===== src/rtl/seq_mem_d1_pipe_be.sv =====
// Word-addressed synchronous memory with byte-enable writes, a parameterised read
// pipeline, done pulses and sticky collision / out-of-bounds error flags.
module seq_mem_d1_pipe_be #(
   parameter int WIDTH        = 32,
   parameter int SIZE         = 8,
   parameter int IDX_SIZE     = 4,
   parameter int READ_LATENCY = 1
) (
   input  logic                  clk,
   input  logic                  reset_n,
   input  logic [IDX_SIZE-1:0]   addr0,
   input  logic                  read_en,
   output logic [WIDTH-1:0]      out,
   output logic                  read_done,
   input  logic [WIDTH-1:0]      in,
   input  logic                  write_en,
   input  logic [WIDTH/8-1:0]    byte_en,
   output logic                  write_done,
   input  logic                  err_clr,
   output logic                  err_collision,
   output logic                  err_oob
);

   localparam int NBYTES = WIDTH / 8;
   localparam int AW     = (SIZE > 1) ? $clog2(SIZE) : 1;
   localparam logic [IDX_SIZE:0] SIZE_L = (IDX_SIZE + 1)'(SIZE);

   if (READ_LATENCY < 1 || READ_LATENCY > 4) begin : g_badLatency
      $error("seq_mem_d1_pipe_be: READ_LATENCY must be in 1..4");
   end
   if (WIDTH % 8 != 0 || WIDTH < 8) begin : g_badWidth
      $error("seq_mem_d1_pipe_be: WIDTH must be a non-zero multiple of 8");
   end
   if ((2 ** IDX_SIZE) < SIZE) begin : g_badIdx
      $error("seq_mem_d1_pipe_be: IDX_SIZE too small for SIZE");
   end

   logic [WIDTH-1:0] r_mem [SIZE];
   logic             r_pipeVld [READ_LATENCY];
   logic [WIDTH-1:0] r_pipeDat [READ_LATENCY];
   logic             r_writeDone;
   logic             r_errCollision;
   logic             r_errOob;

   logic             w_inRange;
   logic [AW-1:0]    w_idx;
   logic             w_wrAcc;
   logic             w_rdAcc;
   logic             w_collision;
   logic             w_oob;

   assign w_inRange   = ({1'b0, addr0} < SIZE_L);
   assign w_idx       = addr0[AW-1:0];
   assign w_wrAcc     = write_en & w_inRange & reset_n;
   assign w_rdAcc     = read_en & ~write_en & w_inRange;
   assign w_collision = read_en & write_en;
   assign w_oob       = (read_en | write_en) & ~w_inRange;

   // Storage is deliberately not reset; contents survive reset_n.
   always_ff @(posedge clk) begin
      if (w_wrAcc) begin
         for (int k = 0; k < NBYTES; k++) begin
            if (byte_en[k]) begin
               r_mem[w_idx][8*k +: 8] <= in[8*k +: 8];
            end
         end
      end
   end

   // Data in each stage only advances with a valid word, so the last stage holds
   // the most recent read result and doubles as the out register.
   always_ff @(posedge clk or negedge reset_n) begin
      if (!reset_n) begin
         for (int s = 0; s < READ_LATENCY; s++) begin
            r_pipeVld[s] <= 1'b0;
            r_pipeDat[s] <= '0;
         end
      end else begin
         r_pipeVld[0] <= w_rdAcc;
         if (w_rdAcc) begin
            r_pipeDat[0] <= r_mem[w_idx];
         end
         for (int s = 1; s < READ_LATENCY; s++) begin
            r_pipeVld[s] <= r_pipeVld[s-1];
            if (r_pipeVld[s-1]) begin
               r_pipeDat[s] <= r_pipeDat[s-1];
            end
         end
      end
   end

   // A new error in the same cycle as err_clr still leaves the flag set.
   always_ff @(posedge clk or negedge reset_n) begin
      if (!reset_n) begin
         r_writeDone    <= 1'b0;
         r_errCollision <= 1'b0;
         r_errOob       <= 1'b0;
      end else begin
         r_writeDone    <= w_wrAcc;
         r_errCollision <= w_collision | (r_errCollision & ~err_clr);
         r_errOob       <= w_oob | (r_errOob & ~err_clr);
      end
   end

   assign out           = r_pipeDat[READ_LATENCY-1];
   assign read_done     = r_pipeVld[READ_LATENCY-1];
   assign write_done    = r_writeDone;
   assign err_collision = r_errCollision;
   assign err_oob       = r_errOob;

endmodule


===== config.mk =====
export PLATFORM = sky130hd
export DESIGN_NAME = seq_mem_d1_pipe_be
export DESIGN_NICKNAME = d
export VERILOG_FILES = /design/src/rtl/seq_mem_d1_pipe_be.sv
export SDC_FILE = /design/constraint.sdc
export NUM_CORES = 1
export LEC_CHECK = 0
export ABC_AREA = 1
export CAP_MARGIN = 25
export CORE_MARGIN = 2
export CORE_UTILIZATION = 40
export CTS_CLUSTER_SIZE = 10
export DETAILED_ROUTE_END_ITERATION = 10
export PLACE_DENSITY_LB_ADDON = 0.15
export RECOVER_POWER = 100
export SYNTH_ARGS = -nofsm -noshare
export SYNTH_HDL_FRONTEND = slang
export SYNTH_SLANG_ARGS = --single-unit

===== constraint.sdc =====
create_clock -name clk -period 1.1 [get_ports clk]
set_input_delay 0.22 -clock clk [delete_from_list [all_inputs] [get_ports clk]]
set_output_delay 0.22 -clock clk [all_outputs]
set_load 0.1 [all_outputs]

Yosys cells after proc, flatten, opt, wreduce, memory -nomap -nowiden
Memory sizes are Yosys's and may differ from the RTL's. A register that Yosys moved wholly into a read port is not among the register bits.
Index checks and enable logic that the tools add are counted.
{ "op_classes": {"n_lt_le_gt_ge": 1, "mux": 12, "bitwise": 14, "reduce_logical": 1} }
{ "ops": {"columns": ["op", "n"], "rows": [
  ["$mux 1", 12],
  ["$and 1x1->1", 8],
  ["$lt 4x4->1 const B", 1],
  ["$not 1->1", 3],
  ["$or 1x1->1", 3],
  ["$logic_not 1->1", 1]
]} }
{ "totals": {"register_bits": 4, "mem_bits_rw": 256, "input_bits": 45, "output_inout_bits": 36, "wordCells": 33, "mem_count": 1} }
{ "memory_table": {"columns": ["name", "depth", "width", "read_ports", "rd_ports_with_merged_regs", "write_ports", "line_no", "text"], "rows": [
  ["r_mem", 8, 32, 1, 1, 1, "38", "logic [WIDTH-1:0] r_mem [SIZE];"]
]} }

Longest topological paths before layout
Gate-level depths: netlist of run 1.
{ "depth": {"word_depth": 5, "depth_mapped": 12, "ltp_nobuf": 9} }

Worst setup path after synthesis of run 1
Ideal clock, no wire load.
{ "synth_timing": {"path_type": "input -> register", "startpoint": "in addr0[2]", "endpoint": "mem r_mem[2][0], enable pin", "arrival_ns": 1.206, "required_ns": 0.730, "path_slack_ns": -0.476, "stages": 5, "path_buffers": 2, "cell_sequence": "buf_2 -> inv_2 -> buf_2 -> nand3_1 -> nor2_1"} }
{ "synth_between": {"elab_chain_len": 5} }
{ "synth_lines": {"columns": ["item", "line_no", "text"], "rows": [
  ["start: declaration", "11", "input logic [IDX_SIZE-1:0] addr0,"],
  ["$lt 4x4->1", "52", "assign w_inRange = ({1'b0, addr0} < SIZE_L);"],
  ["$and 1x1->1 (2 in series)", "54", "assign w_wrAcc = write_en & w_inRange & reset_n;"],
  ["$mux 1", "61", "if (w_wrAcc) begin"],
  ["$mux 1 (not written as such)", "64", "r_mem[w_idx][8*k +: 8] <= in[8*k +: 8];"],
  ["end: declaration", "38", null]
]} }
Several ways; a longest one is shown, not always the timed one.

Worst setup path after layout of run 1
{ "layout_timing": {"startpoint": "reg r_pipeDat, in the netlist out[22], read port of r_mem", "endpoint": "out out[22]"} }
{ "layout_rtl": {"columns": ["item", "line_no", "text"], "rows": [
  ["start: declaration", "40", "logic [WIDTH-1:0] r_pipeDat [READ_LATENCY];"],
  ["end: declaration", "13", "output logic [WIDTH-1:0] out,"]
]} }
No word-level cell between the ends.

==> results of run 1 <==
power by group through the flow:
stage          logic (mW)  clock network (mW)  registers [mW]
2_1_floorplan        1.02                   0            14.2
3_3_place_gp         4.32                   0            12.8
3_5_place_dp         4.34                   0            12.8
4_1_cts              4.36                10.6            12.6
5_1_grt              4.49                11.0            12.6
6_report             4.24                10.4            12.6
Yosys cell counts:
master	n
buf_6	8
nand3_1	6
inv_2	3
nor3_2	1
edfxtp_1	256
o21ai_0	3
inv_4	1
nand4_1	4
buf_2	31
clkbuf_1	10
buf_4	4
nor2_1	39
buf_1	2
dfrtp_1	36
inv_1	4
nand2_1	763
buf_8	1
registers in the layout, indices dropped and copies added, names as in the netlist:
| name | cells |
|---|---|
| r_mem | 256 |
| out | 32 |
| err_collision | 1 |
| err_oob | 1 |
| read_done | 1 |
| write_done | 1 |
area by class of cell:
type                       count  area (um^2)
clock inverter                 1         3.75
timing repair buffer         159         1790
fill                        2647        14100
tap                          390          488
multi-input combinational    816         3540
sequential                   292         8630
inverter                       8         40.0
clock buffer                  62         1030
worst min path at each step:
stage / start / to / slack (ns)
after floorplan: reset_n / err_collision$_DFF_PN0_ / -0.08
after global placement: reset_n / out[3]$_DFFE_PN0P_ / 0.48
after detailed placement: reset_n / out[3]$_DFFE_PN0P_ / 0.48
after CTS: reset_n / write_done$_DFF_PN0_ / 0.19
after global routing: write_en / write_done$_DFF_PN0_ / 0.19
final: write_en / err_collision$_DFF_PN0_ / 0.17
timing repair:
action / CTS / global route
buffers inserted: 0 / 1
hold buffers: 1 / 0
hold endpoints to repair: 36 / 0
pin swaps: 20 / 4
resized for setup: 7 / 9
setup endpoints to repair: 324 / 298
metal layers:
metal,wire (um),track usage (%),up-vias
met4,769,6.18,0
met3,1560,3.45,54
li1,-,-,4064
met5,0,0,-
met1,13200,26.4,3841
met2,14700,33.0,209
cell families (layout without fill, tap and decap cells):
logic type,Yosys count,after routing
DFF,292,292
and+or+nand+nor,813,813
buffers and inverters,64,230
AOI/OAI and AO/OA,3,3
==> metrics.md, run 1 <==
| Metric | Value |
|---|---|
| Post-Synthesis Cell Area | `around 12000 um^2` |
| Clk pwr share | `38.1%` |
| Family with the most delay on the worst path | `flip-flops` |
| Xor and xnor area share after synthesis | `0%` |
| Die W | `178 um` |
| Insertion delay to the later sink of the worst-skew pair | `0.50 ns` |
| Leak pwr | `6.38 nW` |
| Max Cap Viol | `0` |
| Drt via density | `4.73` |
| GPL Wtd Cong | `0.828` |
| GR Overflow Total | `0` |
| Hold Crit Depth | `4` |
| Syn Nets | `1217` |
| Final core occ | `52.4%` |
| Hpwl dp | `20400 um` |
| Port bufs | `80` |
| DP Area | `between 10000 and 15000 um^2` |
| Final hold viol count | `0` |
| Gate Count Post-Synth | `1172` |
| Core area | `29600 um^2` |
| Hold Path Class | `primary input to flip-flop` |
| Cts bufs inserted | `35` |
| Fin area | `15500 um^2` |
| Critical path depth in cells | `1` |
| Synth Area in Adders | `0%` |
| Cell Chain, Critical Path | `buf_12` |
| Initial antenna violation count | `0` |
| Sw frac | `26.3%` |
| Number of instances in the placed design | `1663` |
| Largest net degree at the start of global routing | `37` |
| Initial Utilization | `40.6%` |
| Number of distinct library cells after synthesis | `17` |
| CTS sink cnt | `just under 300` |
| Slowest Stage Delay on Critical Path | `approximately 0.43 ns` |
| Main combinational cell family by area after synthesis | `simple AND/OR/NAND/NOR gates` |
| Status | `finished with violations` |
| DR vias | `8168` |
| Non-filler cells, final | `1728` |
| DRT antenna net count | `0` |
| Register bit count reported by yosys | `292` |
| Final wirelength | `30200 um` |
| Synth area leaders | `edfxtp_1 (64%), nand2_1 (24%), dfrtp_1 (7.5%)` |
| Synth Area in Simple Gates | `25.5%` |
| Psw | `7.15 mW` |
| I/O pin cnt | `81` |
| Final Max Slew Viols | `0` |
| Register area share after synthesis | `around 71%` |
| Critical-path top delay cell | `dfrtp_2` |
| Most frequent cells in the layout | `nand2_1 (746), edfxtp_1 (256), clkbuf_1 (56)` |
| Vias in the first global route | `approximately 8200` |
| Worst Skew | `0.00648 ns` |
| Slew @ Worst Pin | `0.596 ns` |
| Min Tclk post-route | `1.32 ns` |
| Worst R2R Start | `r_mem[6][28]$_DFFE_PP_` |
| Worst setup margin | `-0.218 ns` |
| Cell taking the most area after synthesis | `edfxtp_1` |
| Relative slew margins | `60.3%` |
| F_max | `0.759 GHz` |
| Syn_area_per_cell | `~10 um^2` |
| Worst setup path endpoint | `out[22]` |
| Initial drt markers | `654` |
| Period Utilization, post-route | `120%` |
| Min Hold Slack | `0.169 ns` |
| Part of the power in registers | `46.3%` |
| Worst Path Class, Setup | `flip-flop to output port` |
| Req. time, crit path | `0.88 ns` |
| Final-report setup violation count | `285` |
| Place WS | `-0.879 ns` |
| Die Y | `178 um` |
| Post-synthesis mux area share | `0%` |
| RSZ-0062 raised after global routing | `yes` |
| Worst reg-to-reg setup slack | `0.07 ns` |
| Peak VDD IR | `935 uV` |
| DIE AREA | `31500 um^2` |
| Combinational share of power | `~16%` |
| Drt wl/cell | `17.5 um` |
| H-tree levels | `2` |
| Clk root buf | `clkbuf_16` |
| Clk pin slew, worst setup/hold paths | `0.05 ns` |
| Layout cells sized above 1 | `approximately 17%` |
| Synth warn | `0` |
| Worst setup path start | `out[22]$_DFFE_PN0P_` |
| P per Cell Area | `around 1800 nW/um^2` |
| Final #Nets | `1357` |
| Diodes inserted | `0` |
| Post-Route Setup TNS | `-13.86 ns` |
| Arr. time, crit path | `1.10 ns` |
| Cell Rows | `63` |
| Worst Setup End Kind | `output port` |
| Area growth from synthesis to layout | `28.9%` |
| DRC viols | `0` |
| Clock buffer depth | `3` |
| GR Util All Layers | `19.8%` |
| Worst r2r dst | `out[28]$_DFFE_PN0P_` |
| Reg2reg path depth | `8` |
| Top cell type's share of synthesized area | `between 60 and 70%` |
| WP buf/inv | `1` |
| TritonCTS clock tree | `yes` |
| Tot Pwr | `about 27 mW` |
| Pint | `~20 mW` |
| Critical path startpoint category | `flip-flop` |
| Crit Path Max Fanout | `2` |
| Violated checks | `negative setup slack` |
| First-pass GRT wire length | `46200 um` |
| DR pass1 iterations | `4` |
| Synth Area in Compound Gates | `less than 1%` |
| Commonest non-fill, non-tap cell in the layout | `nand2_1` |
Power figures use the tool's default switching activity.
==> run 2, diff against run 1 <==
Settings changed: ABC_CLOCK_PERIOD_IN_PS set to 1100, RECOVER_POWER 100 to 25.
==> metrics.md, run 2 (same netlist as run 1, synthesis figures left out) <==
| Metric | Value |
|---|---|
| Peak VDD IR | `934 uV (about the same)` |
| P per Cell Area | `1750 nW/um^2 (-0.26%)` |
| Final core occ | `52.5% (+0.17 points)` |
| Cell Chain, Critical Path | `buf_12` |
| Diodes inserted | `0 (unchanged)` |
| Violated checks | `negative setup slack` |
| Clk root buf | `clkbuf_16` |
| TritonCTS clock tree | `yes` |
| Final Max Slew Viols | `0 (unchanged)` |
| GR Util All Layers | `19.8% (unchanged)` |
| F_max | `0.758 GHz (about the same)` |
| Relative slew margins | `62.3% (+2.1 points)` |
| Largest Register | `r_mem` |
| Arr. time, crit path | `1.10 ns (about the same)` |
| Leak pwr | `6.41 nW (+0.46%)` |
| Worst Setup End Kind | `output port` |
| DR vias | `8171 (+0.037%)` |
| Drt wl/cell | `17.5 um (-0.14%)` |
| Final #Nets | `1357 (unchanged)` |
| Worst setup margin | `-0.219 ns (-0.00105 ns)` |
| Layout cells sized above 1 | `17.2% (+0.67 points)` |
| Initial antenna violation count | `0 (unchanged)` |
| Worst Path Class, Setup | `flip-flop to output port` |
| Status | `finished with violations` |
| CTS sink cnt | `292 (unchanged)` |
| Core area | `29600 um^2 (unchanged)` |
| Slowest Stage Delay on Critical Path | `0.43 ns (about the same)` |
| Hpwl dp | `20400 um (unchanged)` |
| Commonest non-fill, non-tap cell in the layout | `nand2_1` |
| Min Tclk post-route | `1.32 ns (+0.00105 ns)` |
| Filler cells | `2640 (-0.26%)` |
| Crit Path Max Fanout | `2 (unchanged)` |
| Initial drt markers | `689 (+5.4%)` |
| Cell Rows | `63 (unchanged)` |
| DR pass1 iterations | `5 (+1)` |
| Req. time, crit path | `0.88 ns (about the same)` |
| Insertion delay to the later sink of the worst-skew pair | `0.50 ns (about the same)` |
| Largest net degree at the start of global routing | `37 (unchanged)` |
| Slew @ Worst Pin | `0.565 ns (-0.0309 ns)` |
| DP Area | `14600 um^2 (unchanged)` |
| DRC viols | `0 (unchanged)` |
| Max Cap Viol | `0 (unchanged)` |
| Clock buffer depth | `3 (unchanged)` |
| Critical-path top delay cell | `dfrtp_2` |
| Die W | `178 um (unchanged)` |
| Non-filler cells, final | `1728 (unchanged)` |
| WP buf/inv | `1 (unchanged)` |
| Port bufs | `80 (unchanged)` |
| RSZ-0062 raised after global routing | `yes` |
| Cts bufs inserted | `35 (unchanged)` |
| GR Overflow Total | `0 (unchanged)` |
| Family with the most delay on the worst path | `flip-flops` |
| Critical path startpoint category | `flip-flop` |
| Max reg flops | `256 (unchanged)` |
| Place WS | `-0.879 ns (unchanged)` |
| H-tree levels | `2 (unchanged)` |
| Worst Skew | `0.00680 ns (+0.000321 ns)` |
| Period Utilization, post-route | `120% (about the same)` |
| DIE AREA | `31500 um^2 (unchanged)` |
| Min Hold Slack | `0.164 ns (-0.00459 ns)` |
| Die Y | `178 um (unchanged)` |
| Drt via density | `4.73 (about the same)` |
| Clk pin slew, worst setup/hold paths | `0.05 ns (about the same)` |
| Final wirelength | `30200 um (-0.14%)` |
| Final hold viol count | `0 (unchanged)` |
| First-pass GRT wire length | `46200 um (unchanged)` |
| Fin area | `15600 um^2 (+0.32%)` |
| Hold Path Class | `primary input to flip-flop` |
| GPL Wtd Cong | `0.828 (unchanged)` |
| Final-report setup violation count | `36 (-87%)` |
| DRT antenna net count | `0 (unchanged)` |
| Most frequent cells in the layout | `nand2_1 (746), edfxtp_1 (256), buf_12 (51)` |
| Number of instances in the placed design | `1663 (unchanged)` |
| Vias in the first global route | `8165 (unchanged)` |
| Initial Utilization | `40.6% (unchanged)` |
| Area growth from synthesis to layout | `29.3%` |
| I/O pin cnt | `81 (unchanged)` |
-- run 2: cell types whose count changed in the layout (fill, tap and decap cells not counted), sizes merged --
| cell | before | now |
|---|---|---|
| buf | 84 | 94 |
| clkdlybuf4s50 | 5 | 16 |
| dlygate4sd3 | 33 | 22 |
| clkbuf | 97 | 87 |
-- run 2: layout make-up --
cell class              instances  area (um^2)  share of cell area, %
flip-flops and latches        292         8630                   55.4
multi-input cells             816         3550                   22.8
repair buffers                159         1830                   11.7
clock buffers                  62         1030                   6.61
well taps                     390          488                   3.13
inverters                       8         40.0                  0.257
clock inverters                 1         3.75                 0.0241
-- run 2: stage by stage --
stage          TNS [ns]  power, mW
6_report          -7.46       27.2
3_5_place_dp    -232.66       17.2
2_1_floorplan    -45.18       15.2
3_3_place_gp    -230.43       17.2
5_1_grt           -8.48       28.2
4_1_cts           -8.15       27.5
-- run 2: layer usage --
metal | up-vias | track usage [%] | wire [um]
met5 | - | 0 | 0
met4 | 0 | 6.18 | 799
met3 | 56 | 3.45 | 1410
met2 | 201 | 33.0 | 14700
met1 | 3847 | 26.4 | 13300
li1 | 4067 | - | -
-- run 2: path summary, 6_finish.rpt --
| path | startpoint | endpoint | slack (ns) | depth (start not counted) |
|---|---|---|---|---|
| max in group asynchronous | reset_n | out[14]$_DFFE_PN0P_ | 0.23 | 3 |
| hold / removal | write_en | write_done$_DFF_PN0_ | 0.16 | 4 |
| setup reg to reg | r_mem[7][22]$_DFFE_PP_ | out[22]$_DFFE_PN0P_ | 0.07 | 8 |
| setup / recovery | out[22]$_DFFE_PN0P_ | out[22] | -0.22 | 1 |
| min in group asynchronous | reset_n | out[3]$_DFFE_PN0P_ | 0.47 | 3 |
| hold reg to reg | out[12]$_DFFE_PN0P_ | out[12]$_DFFE_PN0P_ | 0.52 | 2 |
-- run 2: timing repair --
item | CTS | global route
gates resized for setup | 7 | 9
buffers inserted | 0 | 1
endpoints found under the hold margin | 36 | 0
setup endpoints to repair | 324 | 298
pin swaps | 20 | 4
hold buffers | 1 | 0
-- run 2: worst min-delay path, cell delays in order --
cell,delay [ns]
clkbuf_2,0.13
nand2_8,0.07
nor2_4,0.04
buf_12,0.15
-- run 2: where the power goes --
part	switching [mW]	internal (mW)	leakage [nW]
Clock	4.07	6.29	0.493
Combinational	2.83	1.44	3.20
Sequential	0.241	12.4	2.72
==> run 3, diff against run 2 <==
Settings changed: ABC_CLOCK_PERIOD_IN_PS 1100 to 1300, SETUP_SLACK_MARGIN set to 0.1, SLEW_MARGIN set to 15.
Clock period 1.1 ns to 1.3 ns, I/O delays scaled along.
==> metrics.md, run 3 (same netlist as run 1, synthesis figures left out) <==
| Metric | Value |
|---|---|
| Hpwl dp | `20700 um (+1.4%)` |
| Post-Route Setup TNS | `-1.69 ns (+5.77 ns)` |
| Req. time, crit path | `1.04 ns (+0.16 ns)` |
| Core area | `29600 um^2 (unchanged)` |
| Worst reg-to-reg setup slack | `0.21 ns (+0.14 ns)` |
| Period Utilization, post-route | `106%` |
| Worst Hold End | `write_done$_DFF_PN0_` |
| Worst Skew | `0.00734 ns (+0.000535 ns)` |
| Slew @ Worst Pin | `0.636 ns (+0.0705 ns)` |
| H-tree levels | `2 (unchanged)` |
| Met1 wire length | `13500 um (+1.7%)` |
| Max reg flops | `256 (unchanged)` |
| DRT antenna net count | `0 (unchanged)` |
| Relative slew margins | `57.6% (-4.7 points)` |
| Die W | `178 um (unchanged)` |
| I/O pin cnt | `81 (unchanged)` |
| Final wirelength | `30700 um (+1.8%)` |
| Area growth from synthesis to layout | `30.3%` |
| Port bufs | `80 (unchanged)` |
| DR vias | `8262 (+1.1%)` |
| Critical path startpoint category | `flip-flop` |
| Leak pwr | `6.58 nW (+2.7%)` |
| Initial Utilization | `40.6% (unchanged)` |
| Min-Delay Startpoint | `reset_n` |
| DRC viols | `0 (unchanged)` |
| P per Cell Area | `1490 nW/um^2 (-15%)` |
| GR Util All Layers | `20.1% (+0.32 points)` |
| Violated checks | `negative setup slack` |
| Reg2reg path depth | `8 (unchanged)` |
| Final #Nets | `1374 (+1.3%)` |
| Status | `finished with violations` |
| DR pass1 iterations | `5 (unchanged)` |
| Family with the most delay on the worst path | `flip-flops` |
| First-pass GRT wire length | `47000 um (+1.8%)` |
| Cts bufs inserted | `36 (+2.9%)` |
| Worst Setup End Kind | `output port` |
| Arr. time, crit path | `1.12 ns (+0.02 ns)` |
| Critical path depth in cells | `1 (unchanged)` |
| Peak VDD IR | `752 uV (-19%)` |
| Final hold viol count | `0 (unchanged)` |
| Layout cells sized above 1 | `15.6% (-1.6 points)` |
| Cell Chain, Critical Path | `buf_12` |
| F_max | `roughly 0.73 GHz` |
| Critical-path top delay cell | `dfrtp_1` |
| Met2 routed WL | `14800 um (+0.67%)` |
| Vias in the first global route | `8212 (+0.58%)` |
| Slowest Stage Delay on Critical Path | `0.41 ns (-0.02 ns)` |
| CTS sink cnt | `292 (unchanged)` |
| Final-report setup violation count | `36 (unchanged)` |
| Filler cells | `2666 (+0.98%)` |
| WP buf/inv | `1 (unchanged)` |
| Min Tclk post-route | `1.38 ns` |
| GPL Wtd Cong | `0.789 (-4.6%)` |
| Commonest non-fill, non-tap cell in the layout | `nand2_1` |
| DIE AREA | `31500 um^2 (unchanged)` |
| Drt via density | `4.75 (+0.42%)` |
| Highest Signal Layer | `met4` |
| Initial antenna violation count | `0 (unchanged)` |
| Drt wl/cell | `17.7 um (+1.1%)` |
| Die Y | `178 um (unchanged)` |
| Worst R2R Start | `r_mem[7][28]$_DFFE_PP_` |
| Clock buffer depth | `3 (unchanged)` |
| Place WS | `-0.712 ns (+0.166 ns)` |
| RSZ-0062 raised after global routing | `yes` |
| Worst r2r dst | `out[28]$_DFFE_PN0P_` |
| Insertion delay to the later sink of the worst-skew pair | `0.50 ns (about the same)` |
| Max Cap Viol | `0 (unchanged)` |
| Most frequent cells in the layout | `nand2_1 (754), edfxtp_1 (256), buf_4 (59)` |
| Worst Path Class, Setup | `flip-flop to output port` |
| Clk pin slew, worst setup/hold paths | `0.06 ns (about the same)` |
| Clk root buf | `clkbuf_16` |
| Largest Register | `r_mem` |
| Worst setup margin | `-0.0753 ns (+0.144 ns)` |
| Hold Crit Depth | `4 (unchanged)` |
| Largest net degree at the start of global routing | `43 (+16%)` |
| TritonCTS clock tree | `yes` |
| GR Overflow Total | `0 (unchanged)` |
| Hold Path Class | `primary input to flip-flop` |
| Met3 WL | `1620 um (+15%)` |
| Initial drt markers | `624 (-9.4%)` |
| Crit Path Max Fanout | `2 (unchanged)` |
| Cell Rows | `63 (unchanged)` |
| Final Max Slew Viols | `0 (unchanged)` |
| Diodes inserted | `0 (unchanged)` |
run 3: power by group:
part	total (mW)	internal [mW]	switching (mW)
clock network	9.03	5.48	3.55
registers	10.6	10.4	0.206
logic	3.73	1.32	2.42
run 3: metal layers:
layer,vias to the layer above,GRT usage (%)
li1,4112,-
met1,3859,27.2
met2,236,33.5
met3,55,2.93
met4,0,6.42
met5,-,0
run 3: worst max-delay path by stage:
stage | to | slack (ns) | from
2_1_floorplan | r_mem[6][10]$_DFFE_PP_ | -0.04 | addr0[0]
6_report | out[17] | -0.08 | out[17]$_DFFE_PN0P_
4_1_cts | out[0] | -0.1 | out[0]$_DFFE_PN0P_
3_5_place_dp | r_mem[1][8]$_DFFE_PP_ | -0.71 | write_en
5_1_grt | out[17] | -0.11 | out[17]$_DFFE_PN0P_
3_3_place_gp | r_mem[1][10]$_DFFE_PP_ | -0.69 | write_en
run 3: cell type report:
cell class                      instances  area [um^2]  share of cell area (%)
Clock inverter                          2         7.51                  0.0478
Inverter                                8         40.0                   0.255
Multi-Input combinational cell        816         3530                    22.5
Clock buffer                           57         1050                    6.70
Tap cell                              390          488                    3.11
Sequential cell                       292         8590                    54.7
Timing Repair Buffer                  175         1990                    12.7
run 3: what timing repair did:
action | in CTS | in global routing
gates resized for setup | 4 | 4
buffers inserted | 9 | 9
hold endpoints to repair | 16 | 0
setup endpoints to repair | 292 | 227
hold buffers | 1 | 0
pin swaps | 9 | 3
run 3: through the flow:
stage               area [um^2]  hold slack [ns]  power, mW  cells  utilization (%)
finish                    15700            0.240       23.4   1740             52.9
global route              15700            0.231       24.2   1740             52.9
CTS                       15700            0.212       23.6   1731             52.9
detailed placement        14500            0.523       14.5   1662             49.0
global placement          14500            0.521       14.5   1662             49.0
floorplan                 12500          -0.0356       12.9   1172                -
